File: src/rtl/pc_sequencer_pkg.sv
// -----------------------------------------------------------------------------
// pc_sequencer_pkg
//   Shared processor definitions used by the program-counter sequencer and its
//   return-address stack: default PC width, stack depth, reset vector and the
//   next-PC select encoding.
// -----------------------------------------------------------------------------
package pc_sequencer_pkg;

    // Default width of the PC and every instruction-address port.
    localparam int PC_WIDTH_DEF  = 8;

    // Default number of return-address stack entries (power of two, >= 2).
    localparam int RAS_DEPTH_DEF = 4;

    // Reset vector; also the redirect target when a Return finds the stack empty.
    localparam int RESET_PC_DEF  = 0;

    // Next-PC source select.
    typedef enum logic [1:0] {
        SEL_SEQ    = 2'd0,  // PC + 1
        SEL_BRANCH = 2'd1,  // BranchTarget from the branch formatter
        SEL_RETURN = 2'd2   // top of the return-address stack
    } nextSel_t;

endpackage : pc_sequencer_pkg

File: src/rtl/pc_sequencer_ras_stack.sv
// -----------------------------------------------------------------------------
// ras_stack
//   Circular LIFO holding return addresses for call/return pairs.
//   A push onto a full stack overwrites the oldest entry and keeps the count
//   saturated at DEPTH. A pop on an empty stack changes nothing and only raises
//   the underflow flag.
//
// Ports
//   clk        in   rising-edge clock
//   reset      in   synchronous, active-high; clears pointer and count
//   push       in   write pushData above the current top
//   pop        in   discard the current top (ignored when empty)
//   pushData   in   WIDTH   return address to store
//   topData    out  WIDTH   current top entry (don't-care when count is 0)
//   count      out  number of valid entries, 0..DEPTH
//   overflow   out  combinational: push while full
//   underflow  out  combinational: pop while empty
//
// push and pop are never asserted together by the sequencer; if they were,
// push would take precedence.
// -----------------------------------------------------------------------------
module ras_stack #(
    parameter int WIDTH = 8,
    parameter int DEPTH = 4
) (
    input  logic                     clk,
    input  logic                     reset,
    input  logic                     push,
    input  logic                     pop,
    input  logic [WIDTH-1:0]         pushData,
    output logic [WIDTH-1:0]         topData,
    output logic [$clog2(DEPTH):0]   count,
    output logic                     overflow,
    output logic                     underflow
);

    localparam int PTR_W = $clog2(DEPTH);
    localparam int CNT_W = PTR_W + 1;

    logic [WIDTH-1:0] entries [DEPTH];
    logic [PTR_W-1:0] topPtr;
    logic [PTR_W-1:0] pushPtr;
    logic             full;
    logic             empty;

    // DEPTH is a power of two, so pointer arithmetic wraps naturally. When the
    // stack is full the slot just above the top is the oldest entry, which is
    // exactly the one a push should overwrite.
    assign pushPtr   = topPtr + PTR_W'(1);
    assign full      = (count == CNT_W'(DEPTH));
    assign empty     = (count == '0);

    assign topData   = entries[topPtr];
    assign overflow  = push && full;
    assign underflow = pop && !push && empty;

    // Control: pointer and occupancy.
    always_ff @(posedge clk) begin
        if (reset) begin
            topPtr <= '0;
            count  <= '0;
        end else if (push) begin
            topPtr <= pushPtr;
            if (!full) begin
                count <= count + CNT_W'(1);
            end
        end else if (pop && !empty) begin
            topPtr <= topPtr - PTR_W'(1);
            count  <= count - CNT_W'(1);
        end
    end

    // Data: entry storage carries no reset; contents are only meaningful
    // while counted as valid.
    always_ff @(posedge clk) begin
        if (push) begin
            entries[pushPtr] <= pushData;
        end
    end

endmodule : ras_stack

File: src/rtl/pc_sequencer.sv
// -----------------------------------------------------------------------------
// pc_sequencer
//   Program-counter sequencer for the single-cycle core. Holds the PC, picks
//   the next PC from sequential / branch / return sources and keeps a small
//   return-address stack for call/return pairs. Drives the instruction ROM.
//
// Ports
//   clk           in   rising-edge clock
//   reset         in   synchronous, active-high; clears PC, stack and pulses
//   Stall         in   freeze PC and stack; control inputs ignored
//   BranchTaken   in   redirect to BranchTarget
//   BranchTarget  in   PC_WIDTH  resolved target from the branch formatter
//   Call          in   with BranchTaken (and no Return): push PC+1
//   Return        in   redirect to the stack top and pop
//   PC            out  PC_WIDTH  current instruction address (registered)
//   PCPlus1       out  PC_WIDTH  PC+1 modulo 2^PC_WIDTH (combinational)
//   Flush         out  registered; high while PC holds a redirected value
//   RasOverflow   out  registered pulse: push onto a full stack
//   RasUnderflow  out  registered pulse: Return with an empty stack
//
// Next-PC priority with Stall low: Return > BranchTaken > sequential.
// All redirects take effect one cycle after the sampling edge; Flush and the
// stack pulses appear in the same cycle as the new PC.
// -----------------------------------------------------------------------------
module pc_sequencer
    import pc_sequencer_pkg::*;
#(
    parameter int                  PC_WIDTH  = PC_WIDTH_DEF,
    parameter int                  RAS_DEPTH = RAS_DEPTH_DEF,
    parameter logic [PC_WIDTH-1:0] RESET_PC  = PC_WIDTH'(RESET_PC_DEF)
) (
    input  logic                clk,
    input  logic                reset,
    input  logic                Stall,
    input  logic                BranchTaken,
    input  logic [PC_WIDTH-1:0] BranchTarget,
    input  logic                Call,
    input  logic                Return,
    output logic [PC_WIDTH-1:0] PC,
    output logic [PC_WIDTH-1:0] PCPlus1,
    output logic                Flush,
    output logic                RasOverflow,
    output logic                RasUnderflow
);

    localparam int CNT_W = $clog2(RAS_DEPTH) + 1;

    nextSel_t              nextSel;
    logic [PC_WIDTH-1:0]   nextPc;
    logic                  rasPush;
    logic                  rasPop;
    logic [PC_WIDTH-1:0]   rasTop;
    logic [CNT_W-1:0]      rasCount;
    logic                  rasOverflow;
    logic                  rasUnderflow;

    assign PCPlus1 = PC + PC_WIDTH'(1);

    // Source select. Stall suppresses every control input, so a stalled cycle
    // looks like a sequential one to the stack (no push, no pop).
    always_comb begin
        nextSel = SEL_SEQ;
        if (!Stall) begin
            if (Return) begin
                nextSel = SEL_RETURN;
            end else if (BranchTaken) begin
                nextSel = SEL_BRANCH;
            end
        end
    end

    // Call only counts when it qualifies a taken branch that Return has not
    // overridden, which is exactly the SEL_BRANCH case.
    assign rasPush = (nextSel == SEL_BRANCH) && Call;
    assign rasPop  = (nextSel == SEL_RETURN);

    // Return with an empty stack falls back to the reset vector.
    always_comb begin
        nextPc = PCPlus1;
        case (nextSel)
            SEL_RETURN: nextPc = (rasCount == '0) ? RESET_PC : rasTop;
            SEL_BRANCH: nextPc = BranchTarget;
            default:    nextPc = PCPlus1;
        endcase
    end

    ras_stack #(
        .WIDTH (PC_WIDTH),
        .DEPTH (RAS_DEPTH)
    ) u_ras (
        .clk       (clk),
        .reset     (reset),
        .push      (rasPush),
        .pop       (rasPop),
        .pushData  (PCPlus1),
        .topData   (rasTop),
        .count     (rasCount),
        .overflow  (rasOverflow),
        .underflow (rasUnderflow)
    );

    // PC register and the pulses that accompany a newly loaded PC.
    always_ff @(posedge clk) begin
        if (reset) begin
            PC           <= RESET_PC;
            Flush        <= 1'b0;
            RasOverflow  <= 1'b0;
            RasUnderflow <= 1'b0;
        end else if (Stall) begin
            Flush        <= 1'b0;
            RasOverflow  <= 1'b0;
            RasUnderflow <= 1'b0;
        end else begin
            PC           <= nextPc;
            Flush        <= (nextSel != SEL_SEQ);
            RasOverflow  <= rasOverflow;
            RasUnderflow <= rasUnderflow;
        end
    end

endmodule : pc_sequencer

File: config.mk
export PLATFORM = sky130hd
export DESIGN_NAME = pc_sequencer
export DESIGN_NICKNAME = d
export VERILOG_FILES = /design/src/rtl/pc_sequencer_pkg.sv /design/src/rtl/pc_sequencer_ras_stack.sv /design/src/rtl/pc_sequencer.sv
export SDC_FILE = /design/constraint.sdc
export NUM_CORES = 1
export LEC_CHECK = 0
export CAP_MARGIN = 20
export CORE_UTILIZATION = 58
export DETAILED_ROUTE_END_ITERATION = 16
export PLACE_DENSITY = 0.84
export SYNTH_ARGS = -nofsm -noshare
export SYNTH_HDL_FRONTEND = slang
export SYNTH_HIERARCHICAL = 1
export SYNTH_SLANG_ARGS = --single-unit
File: constraint.sdc
create_clock -name clk -period 5.17 [get_ports clk]
set_clock_uncertainty 0.15 [all_clocks]
set_input_delay 1.034 -clock clk [delete_from_list [all_inputs] [get_ports clk]]
set_output_delay 1.034 -clock clk [all_outputs]
set_load 0.1 [all_outputs]
==> flow_results.org <==
** Status
- The run finished with clean final reports.

** Global route
- Entering global routing, the biggest net connects 19 pins.
- The first global-routing pass estimated 7.69 mm of wire.
- For this run the aggregate overflow at the end of global routing stands at 0.
- The via count of the first global-routing pass is 1570.
- Met1 demand-to-capacity share in global routing :: 33.1%
- The number of antenna violations at the first check in global routing is 0.
- GR peak layer :: met2
- Total track usage :: 24.9%
- Met3 track demand over resource in global routing :: 5.69%
- Met2 demand-to-capacity share in global routing :: 39.9%

** Synth
- Average cell area after synthesis :: 12.9 sq um
- Summing the sequential cell areas from Yosys gives 55.6% of the chip area.
- Syn_nets :: 208
- Number of warnings printed during yosys synthesis :: 6
- In the synthesized netlist the dominant register cell turns out to be sky130_fd_sc_hd__edfxtp_1.
- Counting flops and latches in the post-synthesis netlist gives 50.
- Count of distinct cell types in the synthesized netlist :: 47
- In the synthesized netlist the async set-or-reset flop fraction comes to 0%.
- Synthesis handed over a netlist of 185 instances.
- The mapped netlist covers 2380 sq um.
- In this run, synthesis inferred 32 flip-flops with an integrated enable.

** Drt
- For this run, design rule violations remaining after detail routing come to 0.
- Total routed wirelength :: 4.87 mm
- Dividing the detail-routed wire length by the instance count gives 18.4 microns.
- Number of vias per cell :: 6.20
- First-pass DRT Iterations :: 4
- Detailed routing inserted a total of 1643 vias.
- Drt initial violations :: 259
- The detail route stage leaves a number of antenna-violating nets equal to 0.

** Final layout
- Area taken by flip-flops and latches :: 1320 sq um
- The number of antenna diodes in the final layout is 0.
- Final std cell area, no fill :: 2810 sq um
- The post-route netlist has 12.0% of its cells at a drive strength greater than 1.
- From synthesis to final layout, the design area changed by 18.1%.
- Finished Layout Cells :: 265
- Nets :: 239
- In the final layout, the multi-input gates occupy 966 sq um.
- Number of fill cells in the layout :: 243

** Power and ir drop
- IR analysis of the VDD net gives a maximum drop of 0.258 mV.
- Summed over all cells, the static leakage comes to 0.961 nW.
- Total design power :: 0.846 mW
- Cell area power density :: 302 nW/um^2

** Floorplan
- The initial utilization of the core area, before any placement, comes to 62.6%.
- Die area :: 4360 sq um
- Die boundary width :: 66.0 microns
- During I/O placement, the number of pins put on the boundary was 33.
- The floorplan has 22 rows.
- In this run the standard cell core region covers 3800 sq um.
- Die boundary height :: 66.0 microns

** Critical path
- Startpoint kind of the worst setup timing path :: register
- Standard cell with the maximum stage delay on the critical path :: sky130_fd_sc_hd__clkdlybuf4s50_1
- Along the worst path, the maximum fanout reaches 6.
- Walking the worst path, the cells encountered are ha_1 > and3_2 > nand2_1 > xnor2_1 > clkdlybuf4s50_1.
- For the worst setup path, the data arrival time is 2960 ps.
- At the worst endpoint, the required time is 3990 ps.
- Critical path's largest stage delay :: 1220 ps
- Cell type group with the largest total delay on the critical path :: buffers and inverters
- Critical Path End Type :: primary output
- Counting both buffers and inverters, the worst setup path holds a total of 1.
- The worst setup path is of the reg2out kind.

** Clocking
- TritonCTS built the clock tree.
- The tree is rooted in a sky130_fd_sc_hd__clkbuf_8.
- CTS Buffer Depth :: 2
- After clock tree synthesis, the clock-pin slew on the worst setup and hold paths is 100 ps.
- Counting the buffers created by CTS gives 5.
- At the later pin of the worst-skew pair, clock insertion delay measures 320 ps.
- The clock drives 50 sinks.
- H-tree depth :: 2
- The number of setup buffers added after CTS is 0.
- Total of cells resized after clock tree synthesis :: 0
- Buffers inserted to repair hold after CTS numbered 0.

** Timing
- Setup-failing EPs final :: 0
- At the pin with the least slew margin, the transition time is 989 ps.
- Setup repair after global routing left no endpoint under its margin.
- The count of final hold-check violations is 0.
- Min Clock Period, post-route :: 4140 ps
- Dividing the final minimum period by the clock period gives 80.2%.
- For the final routed database, the setup TNS stands at 0 ps.
- Fmax :: 241 MHz
- Normalized max-slew margin :: 33.9%
- The count of final max-slew check failures came to 0.

** Min path
- Class of the most critical hold timing path :: reg2reg

** Placed design
- Placer's final routability congestion estimate :: 0.807
- The HPWL after detailed placement is 3.45 mm.
- Once placement completed, the tool counted placed cells totaling 257.
- Number of port buffers :: 32
- After detailed placement, the total cell area comes to 2710 sq um.

** Run
- Maximum capacitance violations :: 0
==> per-stage QoR <==
stage / worst slack, ps / util [%] / hold WS (ps)
after floorplan: 675 / - / 372
after global placement: 1080 / 71.4 / 374
after detailed placement: 825 / 71.4 / 390
after CTS: 1040 / 73.9 / 411
after global routing: 763 / 73.9 / 447
final: 1030 / 73.9 / 411
==> cell usage after synthesis, types with 3 or more instances <==
master / count / area [sq um]
sky130_fd_sc_hd__inv_1: 12 / 45.0
sky130_fd_sc_hd__a31oi_1: 6 / 37.5
sky130_fd_sc_hd__ha_1: 8 / 100
sky130_fd_sc_hd__buf_2: 3 / 15.0
sky130_fd_sc_hd__nand2_1: 5 / 18.8
sky130_fd_sc_hd__nand3_1: 5 / 25.0
sky130_fd_sc_hd__dfxtp_1: 18 / 360
sky130_fd_sc_hd__a21oi_1: 9 / 45.0
sky130_fd_sc_hd__edfxtp_1: 32 / 961
sky130_fd_sc_hd__a221oi_1: 5 / 43.8
sky130_fd_sc_hd__nor2_1: 9 / 33.8
sky130_fd_sc_hd__o21ai_0: 5 / 25.0
sky130_fd_sc_hd__xnor2_1: 5 / 43.8
sky130_fd_sc_hd__a221o_1: 3 / 30.0
sky130_fd_sc_hd__mux4_2: 8 / 180
sky130_fd_sc_hd__and2_1: 9 / 56.3
sky130_fd_sc_hd__nor3_1: 6 / 30.0
==> layout make-up <==
type	count	share of cell area (%)
Sequential cell	50	47.1
Inverter	12	1.60
Timing Repair Buffer	32	11.4
Clock buffer	5	2.45
Tap cell	48	2.14
Clock inverter	3	0.892
Multi-Input combinational cell	115	34.4
==> path summary, 6_finish.rpt <==
path / end / start / cells past startpoint / slack (ps)
max reg2reg: PC[3]$_SDFFE_PP0N_ / register / 4 / 3080
max: PCPlus1[6] / PC[0]$_SDFFE_PP0N_ / 5 / 1030
min reg2reg: PC[5]$_SDFFE_PP0N_ / PC[5]$_SDFFE_PP0N_ / 2 / 410
min: PC[5]$_SDFFE_PP0N_ / PC[5]$_SDFFE_PP0N_ / 2 / 410
==> kinds of logic (layout without fill, tap and decap cells) <==
logic type               after synthesis  after routing  synth area share, %
AND/OR/NAND/NOR                       52             52                 13.1
flip-flops                            50             50                 55.6
AO/OA/AOI/OAI                         38             38                 11.9
buffers and inverters                 20             52                 3.79
adder cells (fa/ha/maj)                9              9                 5.05
multiplexers                           9              9                 8.00
XOR/XNOR                               7              7                 2.58
==> worst reg2reg max path, stage by stage (launching register included) <==
cell                      delay [ps]
sky130_fd_sc_hd__dfxtp_1         660
sky130_fd_sc_hd__mux4_2          580
sky130_fd_sc_hd__a221o_1         350
sky130_fd_sc_hd__a31oi_1         160
sky130_fd_sc_hd__o21ai_0          90
==> per-layer routing <==
layer | vias to the layer above | wire length (microns)
met4 | 0 | 65
met2 | 51 | 2330
li1 | 765 | -
met3 | 6 | 304
met5 | - | 0
met1 | 821 | 2170
==> sequential cells by signal, summed over array words and instances (netlist names), named ones only <==
name and flops:
RasUnderflow 1, Flush 1, u_ras/count 3, RasOverflow 1, u_ras/topPtr 2, u_ras/entries 32
PC 8
==> cell usage in the layout, fill, tap and decap left out, types with 2 or more instances in the layout <==
master / netlist / layout
sky130_fd_sc_hd__nor2b_1: 2 / 2
sky130_fd_sc_hd__inv_1: 12 / 12
sky130_fd_sc_hd__and2_1: 9 / 9
sky130_fd_sc_hd__clkbuf_8: 0 / 5
sky130_fd_sc_hd__dfxtp_1: 18 / 18
sky130_fd_sc_hd__a221oi_1: 5 / 5
sky130_fd_sc_hd__and3_1: 2 / 2
sky130_fd_sc_hd__o21a_1: 2 / 2
sky130_fd_sc_hd__or3_1: 2 / 2
sky130_fd_sc_hd__ha_1: 8 / 8
sky130_fd_sc_hd__clkdlybuf4s50_1: 0 / 32
sky130_fd_sc_hd__a31oi_1: 6 / 6
sky130_fd_sc_hd__xnor2_1: 5 / 5
sky130_fd_sc_hd__xor2_1: 2 / 2
sky130_fd_sc_hd__mux4_2: 8 / 8
sky130_fd_sc_hd__a221o_1: 3 / 3
sky130_fd_sc_hd__or2_2: 2 / 2
sky130_fd_sc_hd__edfxtp_1: 32 / 32
sky130_fd_sc_hd__nand3_1: 5 / 5
sky130_fd_sc_hd__o21ai_0: 5 / 5
sky130_fd_sc_hd__nor3_1: 6 / 6
sky130_fd_sc_hd__nor2_1: 9 / 9
sky130_fd_sc_hd__a21oi_1: 9 / 9
sky130_fd_sc_hd__nand2_1: 5 / 5
==> power by group <==
group          switching, mW  internal (mW)  leakage [nW]
combinational          0.118         0.0467         0.476
clock                  0.139         0.0978        0.0447
sequential            0.0110          0.434         0.441
Power figures use the tool's default switching activity.
